## src/rtl/mod_74x165_frame_tx.sv

```systemverilog
// Framed parallel-in/serial-out transmitter: start bit, WIDTH data bits MSB-first,
// odd parity, stop bit, each bit held DIV clocks on Q.
module mod_74x165_frame_tx #(
  parameter int WIDTH = 8,
  parameter int DIV   = 4
) (
  input  logic             CLK,
  input  logic             CLR_n,
  input  logic [WIDTH-1:0] D,
  input  logic             LOAD,
  output logic             READY,
  output logic             Q,
  output logic             BUSY,
  output logic             DONE
);

  localparam int CNT_W = (DIV > 1) ? $clog2(DIV) : 1;
  localparam int IDX_W = (WIDTH > 1) ? $clog2(WIDTH) : 1;

  localparam logic [2:0] S_IDLE   = 3'd0;
  localparam logic [2:0] S_START  = 3'd1;
  localparam logic [2:0] S_DATA   = 3'd2;
  localparam logic [2:0] S_PARITY = 3'd3;
  localparam logic [2:0] S_STOP   = 3'd4;

  logic [2:0]       state_q, state_d;
  logic [CNT_W-1:0] cnt_q, cnt_d;
  logic [IDX_W-1:0] idx_q, idx_d;
  logic [WIDTH-1:0] sr_q, sr_d;
  logic             par_q, par_d;
  logic             done_q, done_d;
  logic             bit_end;

  assign bit_end = (cnt_q == CNT_W'(DIV - 1));

  always_comb begin
    state_d = state_q;
    cnt_d   = cnt_q;
    idx_d   = idx_q;
    sr_d    = sr_q;
    par_d   = par_q;
    done_d  = 1'b0;
    if (state_q != S_IDLE) begin
      cnt_d = bit_end ? '0 : cnt_q + CNT_W'(1);
    end
    case (state_q)
      S_IDLE: begin
        cnt_d = '0;
        idx_d = '0;
        if (LOAD) begin
          sr_d    = D;
          par_d   = ~(^D);
          state_d = S_START;
        end
      end
      S_START: begin
        if (bit_end) state_d = S_DATA;
      end
      S_DATA: begin
        if (bit_end) begin
          sr_d = sr_q << 1;
          if (idx_q == IDX_W'(WIDTH - 1)) begin
            idx_d   = '0;
            state_d = S_PARITY;
          end else begin
            idx_d = idx_q + IDX_W'(1);
          end
        end
      end
      S_PARITY: begin
        if (bit_end) state_d = S_STOP;
      end
      S_STOP: begin
        if (bit_end) begin
          state_d = S_IDLE;
          done_d  = 1'b1;
        end
      end
      default: state_d = S_IDLE;
    endcase
  end

  always_ff @(posedge CLK or negedge CLR_n) begin
    if (!CLR_n) begin
      state_q <= S_IDLE;
      cnt_q   <= '0;
      idx_q   <= '0;
      sr_q    <= '0;
      par_q   <= 1'b0;
      done_q  <= 1'b0;
    end else begin
      state_q <= state_d;
      cnt_q   <= cnt_d;
      idx_q   <= idx_d;
      sr_q    <= sr_d;
      par_q   <= par_d;
      done_q  <= done_d;
    end
  end

  // Q is decoded from registered state only, so it moves solely on clock edges or reset.
  always_comb begin
    case (state_q)
      S_START:  Q = 1'b0;
      S_DATA:   Q = sr_q[WIDTH-1];
      S_PARITY: Q = par_q;
      default:  Q = 1'b1;
    endcase
  end

  assign READY = (state_q == S_IDLE);
  assign BUSY  = (state_q != S_IDLE);
  assign DONE  = done_q;

endmodule

```

## config.mk

```make
export PLATFORM = sky130hd
export DESIGN_NAME = mod_74x165_frame_tx
export DESIGN_NICKNAME = d
export VERILOG_FILES = /design/src/rtl/mod_74x165_frame_tx.sv
export SDC_FILE = /design/constraint.sdc
export NUM_CORES = 1
export LEC_CHECK = 0
export CAP_MARGIN = 10
export CORE_AREA = 5 5 54 56
export DETAILED_ROUTE_END_ITERATION = 7
export DIE_AREA = 0 0 59 61
export HOLD_SLACK_MARGIN = 0.15
export PLACE_DENSITY = 0.69
export SLEW_MARGIN = 30
export SYNTH_ARGS = -nofsm -noshare
export SYNTH_HDL_FRONTEND = slang
export SYNTH_SLANG_ARGS = --single-unit
```

## constraint.sdc

```tcl
create_clock -name CLK -period 3.4 [get_ports CLK]
set_input_delay 0.34 -clock CLK [delete_from_list [all_inputs] [get_ports CLK]]
set_output_delay 0.34 -clock CLK [all_outputs]
set_load 0.05 [all_outputs]
```

### Word level (Yosys, flattened, before mapping)

Index checks and enable logic that the tools add are counted.

| storage, ports and cells | value |
|---|---|
| flip-flop bits (word level) | 18 |
| bits of input ports | 11 |
| output and inout bits | 4 |
| logic and storage cells | 49 |

| cells by class | value |
|---|---|
| $add $sub $neg | 2 |
| equal/unequal tests | 12 |
| multiplexer cells | 19 |
| bitwise logic cells | 1 |
| reductions and logical operators | 9 |

Operator list:

| cell | number |
|---|---|
| 2-to-1 mux 3 bit | 8 |
| 2-to-1 mux 8 bit | 2 |
| one-hot mux 8 bit (2 select lines) | 1 |
| one-hot mux 3 bit (5 select lines) | 1 |
| inequality test 2 bit, second input constant | 6 |
| parity 8 bit | 1 |
| equality test 3 x 2 -> 1 bit, second input constant | 2 |
| equality test 3 bit, second input constant | 2 |
| 2-to-1 mux 2 bit | 3 |
| one-hot mux 3 bit (2 select lines) | 1 |
| AND reduction 6 bit | 1 |
| AND reduction 2 bit | 2 |
| nonzero test 2 bit | 2 |
| adder 3 x 1 -> 3 bit, second input constant | 1 |
| equality test 3 x 1 -> 1 bit, second input constant | 1 |
| logical NOT 3 bit | 1 |
| one-hot mux 1 bit (3 select lines) | 1 |
| AND reduction 3 bit | 1 |
| nonzero test 3 bit | 1 |
| adder 2 x 1 -> 2 bit, second input constant | 1 |
| equality test 2 bit, second input constant | 1 |
| 2-to-1 mux 1 bit | 2 |
| inverter 1 bit | 1 |

### Longest topological paths before layout

Gate-level depths: netlist of the first run.

| logic depth | value |
|---|---|
| word-level depth | 4 |
| gate-level depth with buffers | 7 |
| depth with buffers taken out | 6 |

### Worst setup path after synthesis of the first run

Ideal clock, no wire load.

| path | value |
|---|---|
| path kind | reg-to-output |
| start point | register state_q[1] |
| end point | output BUSY |
| arrival | 2.402 ns |
| required time | 3.060 ns |
| path slack | 0.658 ns |
| cell stages (with the launch flop) | 4 |
| path buffers | 1 |
| cell sequence | dfrtp_1 -> buf_6 -> nor3_1 -> inv_1 |

| between the ends | value |
|---|---|
| longest elaborated chain between the ends | 1 |

RTL lines:

| item | line | RTL |
|---|---|---|
| start, declared | 26 | `logic [2:0] state_q, state_d;` |
| start signal, assigned | 92 | `state_q <= state_d;` |
| nonzero test 3 bit | 112 | `assign BUSY = (state_q != S_IDLE);` |
| end, declared | 13 | `output logic BUSY,` |

No other way between the ends.

### Worst setup path after layout of the first run

| path | value |
|---|---|
| start point | register state_q[1] |
| end point | output READY |

| between the ends | value |
|---|---|
| longest elaborated chain between the ends | 1 |

RTL lines:

| item | line | RTL |
|---|---|---|
| logical NOT 3 bit | 111 | `assign READY = (state_q == S_IDLE);` |
| end, declared | 11 | `output logic READY,` |

No other way between the ends.

==> results of run 1 <==
==> flip-flops by register name (all words and copies together), names as in the netlist <==
name and cells:
state_q 3, DONE 1, idx_q 3, sr_q 8, par_q 1, cnt_q 2
==> area by class of cell <==
class	count	area (µm²)
fillers	246	1210
clock buffers	4	36.3
flip-flops and latches	18	450
well taps	30	37.5
inverters	5	18.8
multi-input cells	70	495
repair buffers	14	140
==> metal layers <==
metal | track usage (%) | up-vias | share of wire, %
li1 | - | 359 | -
met1 | 14.4 | 343 | 46
met2 | 20.5 | 17 | 48
met3 | 4.04 | 2 | 4.7
met4 | 2.91 | 0 | 0.54
met5 | 0 | - | 0
==> logic make-up after synthesis <==
family	count (synthesis)
compound gates	21
mux	8
fa+ha+maj	3
simple gates	30
buf+inv	12
flops	18
xor+xnor	8
==> through the flow <==
step	hold slack, ns	area (µm²)
after detailed placement	0.441	1140
after floorplan	0.0444	1030
after global routing	0.479	1180
after CTS	0.456	1180
final	0.455	1180
after global placement	0.429	1140
==> final timing paths <==
kind | endpoint | slack, ns | cells after the start
setup / recovery | READY | 0.64 | 2
hold / removal | cnt_q[0] | 0.45 | 1
setup reg to reg | sr_q[7] | 1.72 | 4
hold reg to reg | cnt_q[0] | 0.45 | 1
max in group asynchronous | sr_q[3] | 2.40 | 1
min in group asynchronous | idx_q[1] | 0.49 | 1
==> power breakdown <==
part           total (mW)  leakage, nW  internal, mW  switching [mW]
logic               0.158        0.248        0.0717          0.0861
clock network       0.137       0.0210        0.0653          0.0716
registers           0.268        0.223         0.240          0.0287
==> placed cells by master (no fill, tap or decap), types with 3 or more instances in the layout <==
| cell type | n |
|---|---|
| inv_1 | 5 |
| o21ai_0 | 7 |
| nand2_1 | 6 |
| clkdlybuf4s50_1 | 14 |
| mux2i_1 | 7 |
| a21oi_2 | 3 |
| dfrtp_1 | 18 |
| clkbuf_4 | 3 |
| ha_1 | 3 |
| a21oi_1 | 5 |
| a22o_1 | 3 |
| nor2_2 | 3 |
| nand3_1 | 4 |
| xnor2_1 | 7 |
| nor2_1 | 8 |
==> impl_metrics.yaml, run 1 <==
status:
  status: "completed"
setup_path:
  r2r_start: "state_q[1]"
  slowest_stage: "clkdlybuf4s50_1"
  start_kind: "flip-flop"
  crit_family: "buffers and inverters"
  worst-path-buf-inv: 1
  cp.required_ns: 3.06
  worstPathMaxFanout: 18
  crit_start: "state_q[1]"
  crit_chain: "nor3_1 -> clkdlybuf4s50_1"
  criticalPathCategory: "reg -> out"
  cp_slowest_stage_delay_ns: 0.90
  cp.arrival_ns: 2.42
  end_kind: "primary output"
route:
  drtPass1Iterations: 4
  vias_per_cell: 5.11
  drtAntennaViolNets: 0
  vias: 721
  routed_wl_um: 1840
  drt_iter0_markers: 17
  drcViolationCount: 0
  wl_per_cell_um: 13.0
final_layout:
  final_layout_size_suffix_gt1_share_pct: 10.8
  fin_nets: 126
  finalNonFillerCells: 141
  antennaDiodeCount: 0
  area_growth_pct: 14.2
  fin_util_pct: 49.4
timing:
  layout_min_cycle_time_ns: 2.76
  max_slew_margin_pct: 46.0
  tightest_slew_ns: 0.808
  slew_violations: 0
  hold_viol_final: 0
  rsz0062_at_grt: "no"
  tns_ns: 0
  clock_skew_ns: 0.00888
  period_share_pct: 81.1
  fmax_mhz: 363
  fin_ws_ns: 0.643
  finalSetupViolCount: 0
cts:
  cts_inserted_buffers: 3
  cts_setup_buffers: 0
  clk_latency_ns: 0.30
  cts_tree: "yes"
  clock-root-buffer: "clkbuf_4"
  cts-hold-fix-buffers: 0
  cts_sinks: 18
  clockBufferDepth: 2
  cts.repair.resized: 0
  cts_max_level: 1
  path_clk_slew_ns: 0.10
grt:
  grt_max_degree: 19
  grt_pass1_vias: 752
  antenna_found_initial: 0
  grt.overflow.total: 0
  grt_usage_pct: 11.9
  grt_pass1_wl_um: 3220
die:
  fp.dieW_um: 59
  fp-row-count: 18
  io_pins: 15
  die_y_um: 61
  start_util_pct: 43.2
  dieArea_um2: 3600
  core_um2: 2390
synthesis:
  async_reset_ff_share_pct: 100
  ys_seq_area_share_pct: 43.6
  netlist_top_cells_count: "18 x dfrtp_1, 8 x nor2_1, 7 x mux2i_1, 7 x o21ai_0, 7 x xnor2_1"
  synthMuxAreaShare_pct: 8.97
  post_synth_instance_area_um2: 1030
  synth_top_family_by_area: "simple AND/OR/NAND/NOR gates"
  avgSynthCellArea_um2: 10.3
  synth_nets: 114
  ys_types: 29
  synth_largest_area_cell: "dfrtp_1"
  yosys-top-cells-area: "dfrtp_1 44%, mux2i_1 6.8%, xnor2_1 5.9%"
  synth_xor_area_share_pct: 6.79
  synthAdderAreaFrac_pct: 3.64
  synth_flop_cell: "dfrtp_1"
  synth_top_area_share_pct: 43.6
  yosysWarnings: 0
  synth_compound_area_share_pct: 13.0
  synth_edf_count: 0
  synthSimpleGateAreaFrac_pct: 15.6
  syn_inst: 100
  synth_most_common_cell: "dfrtp_1"
  synth.ff_latch_count: 18
pwr:
  total_power_mw: 0.563
  leakage_nw: 0.492
  power_per_cell_area_nw_per_um2: 478
  vdd_drop_max_mv: 0.295
min_path:
  hp-class: "reg -> reg"
  hold_path.startpoint: "cnt_q[0]"
placement:
  dpl.hpwl_um: 1320
  place.gp.congestion: 0.714
  place_inst: 137
  dp_slack_ns: 0.979
  port_buffers: 14
flow_run:
  max-cap-violations: 0
(Power assumes the default switching activity.)
==> inputs of run 2 (changes only) <==
--- a/config.mk
+++ b/config.mk
@@ -10,7 +10,7 @@
 export DETAILED_ROUTE_END_ITERATION = 7
 export DIE_AREA = 0 0 59 61
 export HOLD_SLACK_MARGIN = 0.15
-export PLACE_DENSITY = 0.69
+export PLACE_DENSITY = 0.71
 export SLEW_MARGIN = 30
 export SYNTH_ARGS = -nofsm -noshare
 export SYNTH_HDL_FRONTEND = slang
==> constraint.sdc (replaced) <==
create_clock -name CLK -period 2.5 [get_ports CLK]
set_input_delay 0.25 -clock CLK [delete_from_list [all_inputs] [get_ports CLK]]
set_output_delay 0.25 -clock CLK [all_outputs]
set_load 0.05 [all_outputs]
==> run 2 against run 1 <==
Critical path depth unchanged. Sequential cell count is the same. Wire length decreased by 4.7%. Global-route usage shrank 1.0 points. Final cell count up 0.71%. Clock power grew 32%. Combinational power up 46%. Sequential power is 30% higher. Power up 35%. Clock skew decreased by 0.0065 ns. Non-clock buffer count is 1 higher. Critical endpoint unchanged. Largest power group unchanged.
==> impl_metrics.yaml, run 2 (synthesized netlist as in run 1, its figures left out) <==
cts:
  cts_setup_buffers: 0
  cts_tree: "yes"
  clk_latency_ns: 0.29
  path_clk_slew_ns: 0.11
  cts_sinks: 18
  cts_max_level: 1
  cts_inserted_buffers: 3
  clockBufferDepth: 2
  cts.repair.resized: 0
  cts-hold-fix-buffers: 0
  clock-root-buffer: "clkbuf_4"
grt:
  grt.overflow.total: 0
  grt_usage_pct: 10.9
  grt_pass1_wl_um: 3010
  grt_pass1_vias: 702
  grt_max_degree: 19
  antenna_found_initial: 0
placement:
  place.gp.congestion: 0.712
  dp_slack_ns: 0.592
  dpl.hpwl_um: 1300
  port_buffers: 14
die:
  fp-row-count: 18
  core_um2: 2390
  dieArea_um2: 3600
  io_pins: 15
  start_util_pct: 43.2
  die_y_um: 61
  fp.dieW_um: 59
final_layout:
  antennaDiodeCount: 0
  top_regs: "sr_q (8), idx_q (3), state_q (3)"
  regMostFlops: "sr_q"
  final_layout_size_suffix_gt1_share_pct: 13.4
  area_growth_pct: 15.2
  final_common_cell: "dfrtp_1"
  layout_common_cells: "18 x dfrtp_1, 13 x clkdlybuf4s50_1, 8 x nor2_1"
  fin_nets: 127
  largest_register_ffs: 8
timing:
  hold_ws_ns: 0.408
  tns_ns: 0
  layout_min_cycle_time_ns: 2.23
  slew_violations: 0
  max_slew_margin_pct: 46.8
  hold_viol_final: 0
  tightest_slew_ns: 0.795
  fmax_mhz: 449
  rsz0062_at_grt: "no"
  clock_skew_ns: 0.00240
  fin_ws_ns: 0.273
  finalSetupViolCount: 0
  period_share_pct: 89.1
pwr:
  power.share.clock_pct: 23.8
  vdd_drop_max_mv: 0.425
  leakage_nw: 0.500
  p_sw_share_pct: 32.4
  combPwrFrac_pct: 30.3
  p_int_mw: 0.514
  p_switching_mw: 0.247
  power_per_cell_area_nw_per_um2: 640
  total_power_mw: 0.760
  pwr-share-seq_pct: 45.9
route:
  vias: 726
  wl_per_cell_um: 12.3
  drt_iter0_markers: 7
  vias_per_cell: 5.11
  drcViolationCount: 0
  drtPass1Iterations: 4
  routed_wl_um: 1750
  drtAntennaViolNets: 0
setup_path:
  cp.arrival_ns: 1.98
  start_kind: "flip-flop"
  criticalPathCategory: "reg -> out"
  worst-r2r-setup-slack_ns: 0.98
  end_kind: "primary output"
  worstPathMaxFanout: 10
  cp.required_ns: 2.25
flow_run:
  max-cap-violations: 0
status:
  status: "completed"
min_path:
  hp-class: "in -> async"
run 2: changes by cell type in the layout (fill, tap and decap cells not counted):
cell             before  now
clkdlybuf4s50_1      14   13
nor3_1                2    1
buf_4                 0    2
nor3_2                0    1
run 2: path summary, 6_finish.rpt:
path / from / endpoint / cells past startpoint
max: state_q[0] / READY / 2
min: CLR_n / idx_q[2] / 1
max reg2reg: cnt_q[0] / sr_q[4] / 5
min reg2reg: cnt_q[0] / cnt_q[0] / 1
max in group asynchronous: CLR_n / sr_q[4] / 1
min in group CLK: cnt_q[0] / cnt_q[0] / 1
run 2: metrics by stage:
step | util (%) | area (µm²) | cells
3_3_place_gp | 48.3 | 1150 | 138
4_1_cts | 49.8 | 1190 | 142
3_5_place_dp | 48.3 | 1150 | 138
2_1_floorplan | - | 1040 | 100
5_1_grt | 49.8 | 1190 | 142
6_report | 49.8 | 1190 | 142
run 2: power by group through the flow:
stage / Combinational [mW] / Clock (mW) / Sequential (mW)
after detailed placement: 0.233 / 0 / 0.355
after CTS: 0.235 / 0.194 / 0.349
after global placement: 0.230 / 0 / 0.353
final: 0.230 / 0.181 / 0.349
after floorplan: 0.198 / 0 / 0.345
after global routing: 0.255 / 0.203 / 0.355
run 2: cell type report:
cell class | instances | area, µm²
Clock buffer | 4 | 36.3
Sequential cell | 18 | 450
Multi-Input combinational cell | 70 | 500
Fill cell | 246 | 1200
Inverter | 5 | 18.8
Timing Repair Buffer | 15 | 145
Tap cell | 30 | 37.5
run 2: metal layers:
layer  vias to the layer above  wire [µm]  GRT usage, %
met5                         -          0             0
met4                         0          0         0.971
met3                         0        127          4.68
met2                        18        839          18.9
met1                       341        785          13.1
li1                        367          -             -
run 2: critical path: stages (launching register included):
cell	delay [ns]
dfrtp_1	0.50
nor3_2	0.33
clkdlybuf4s50_1	0.86
==> inputs of run 3 (changes only) <==
--- a/config.mk
+++ b/config.mk
@@ -6,12 +6,11 @@
 export NUM_CORES = 1
 export LEC_CHECK = 0
 export CAP_MARGIN = 10
-export CORE_AREA = 5 5 54 56
+export CORE_AREA = 2 2 51 53
 export DETAILED_ROUTE_END_ITERATION = 7
-export DIE_AREA = 0 0 59 61
+export DIE_AREA = 0 0 53 55
 export HOLD_SLACK_MARGIN = 0.15
 export PLACE_DENSITY = 0.71
-export SLEW_MARGIN = 30
 export SYNTH_ARGS = -nofsm -noshare
 export SYNTH_HDL_FRONTEND = slang
 export SYNTH_SLANG_ARGS = --single-unit
==> run 3 against run 2 <==
Die area is 19% lower. Cell area stayed put. Critical path depth stayed put. Hold slack better by 0.0088 ns. Via count is 1.5% lower. Sequential share of layout area stayed put. First-iteration DRC count stayed put. Utilization is 0.47 points higher. Critical endpoint unchanged. Clock skew is 0.00093 ns higher. Non-clock buffer count stayed put. Clock-buffer cell count stayed put.
==> impl_metrics.yaml, run 3 (synthesized netlist as in run 1, its figures left out) <==
final_layout:
  antennaDiodeCount: 0
  top_regs: "sr_q (8), idx_q (3), state_q (3)"
  regArea_um2: 450
  fin_nets: 127
  regMostFlops: "sr_q"
  final_common_cell: "dfrtp_1"
  largest_register_ffs: 8
  final_layout_size_suffix_gt1_share_pct: 13.4
  num-fill-cells: 243
  layout_common_cells: "18 x dfrtp_1, 13 x clkdlybuf4s50_1, 8 x nor2_1"
  multi_input_area_um2: 500
  area_growth_pct: 15.2
route:
  wl_per_cell_um: 11.9
  vias: 715
  drtPass1Iterations: 4
  vias_per_cell: 5.04
  drcViolationCount: 0
  drtAntennaViolNets: 0
  drt_iter0_markers: 7
  routed_wl_um: 1690
pwr:
  power_per_cell_area_nw_per_um2: 635
  vdd_drop_max_mv: 0.453
  leakage_nw: 0.500
cts:
  cts_max_level: 1
  path_clk_slew_ns: 0.10
  cts_setup_buffers: 0
  cts-hold-fix-buffers: 0
  clockBufferDepth: 2
  cts_inserted_buffers: 3
  clock-root-buffer: "clkbuf_4"
  cts.repair.resized: 0
  cts_tree: "yes"
  cts_sinks: 18
  clk_latency_ns: 0.29
setup_path:
  worst-path-buf-inv: 1
  crit_family: "buffers and inverters"
  crit_chain: "nor3_2 -> clkdlybuf4s50_1"
  end_kind: "primary output"
  cp.arrival_ns: 1.96
  cp_slowest_stage_delay_ns: 0.86
  slowest_stage: "clkdlybuf4s50_1"
  start_kind: "flip-flop"
  worstPathMaxFanout: 10
  cp.required_ns: 2.25
  criticalPathCategory: "reg -> out"
timing:
  tns_ns: 0
  fmax_mhz: 451
  layout_min_cycle_time_ns: 2.21
  hold_viol_final: 0
  max_slew_margin_pct: 46.6
  tightest_slew_ns: 0.798
  rsz0062_at_grt: "no"
  slew_violations: 0
  hold_ws_ns: 0.416
  finalSetupViolCount: 0
  clock_skew_ns: 0.00333
  period_share_pct: 88.6
grt:
  grt_pass1_wl_um: 2820
  antenna_found_initial: 0
  grt.overflow.total: 0
  grt_usage_pct: 13.6
  grt_pass1_vias: 654
  grt_max_degree: 19
die:
  dieArea_um2: 2920
  start_util_pct: 43.7
  die_y_um: 55
  fp-row-count: 18
  core_um2: 2360
  io_pins: 15
  fp.dieW_um: 53
min_path:
  hp-class: "in -> async"
placement:
  dpl.hpwl_um: 1280
  place.gp.congestion: 0.766
  port_buffers: 14
status:
  status: "completed"
flow_run:
  max-cap-violations: 0
-- run 3: cell counts in the layout (fill, tap and decap cells not counted) --
Identical to the previous run, type by type.
-- run 3: path summary, 6_finish.rpt --
check                           end  slack [ns]  startpoint  cells past startpoint
setup / recovery              READY        0.29  state_q[0]                      2
hold / removal             idx_q[1]        0.42       CLR_n                      1
setup reg to reg            sr_q[5]        1.00    cnt_q[0]                      5
hold reg to reg            cnt_q[0]        0.44    cnt_q[0]                      1
max in group asynchronous     par_q        1.59       CLR_n                      1
min in group CLK           cnt_q[0]        0.44    cnt_q[0]                      1
-- run 3: report_power, final --
group	leakage, nW	switching (mW)	total [mW]	internal (mW)
clock network	0.0210	0.0861	0.175	0.0886
registers	0.223	0.0238	0.350	0.326
logic	0.255	0.131	0.230	0.0990
total	0.500	0.241	0.755	0.514
-- run 3: final cells by class --
class / count / area share, %
clock buffers: 4 / 3.05
multi-input cells: 70 / 42.1
inverters: 5 / 1.58
repair buffers: 15 / 12.2
flip-flops and latches: 18 / 37.9
well taps: 30 / 3.16
-- run 3: per-layer routing --
| metal | vias up | share of wire, % | GRT usage, % |
|---|---|---|---|
| met3 | 0 | 5.2 | 4.84 |
| met2 | 16 | 49 | 22.7 |
| met5 | - | 0 | 0 |
| met4 | 0 | 0 | 2.99 |
| li1 | 366 | - | - |
| met1 | 333 | 45 | 17.0 |
-- run 3: through the flow --
stage / setup WS [ns] / cell area, µm² / util (%) / cells / power (mW)
5_1_grt: 0.179 / 1190 / 50.3 / 142 / 0.808
3_3_place_gp: 0.652 / 1150 / 48.7 / 138 / 0.584
3_5_place_dp: 0.615 / 1150 / 48.7 / 138 / 0.590
4_1_cts: 0.276 / 1190 / 50.3 / 142 / 0.770
6_report: 0.285 / 1190 / 50.3 / 142 / 0.755
2_1_floorplan: 0.500 / 1040 / - / 100 / 0.543
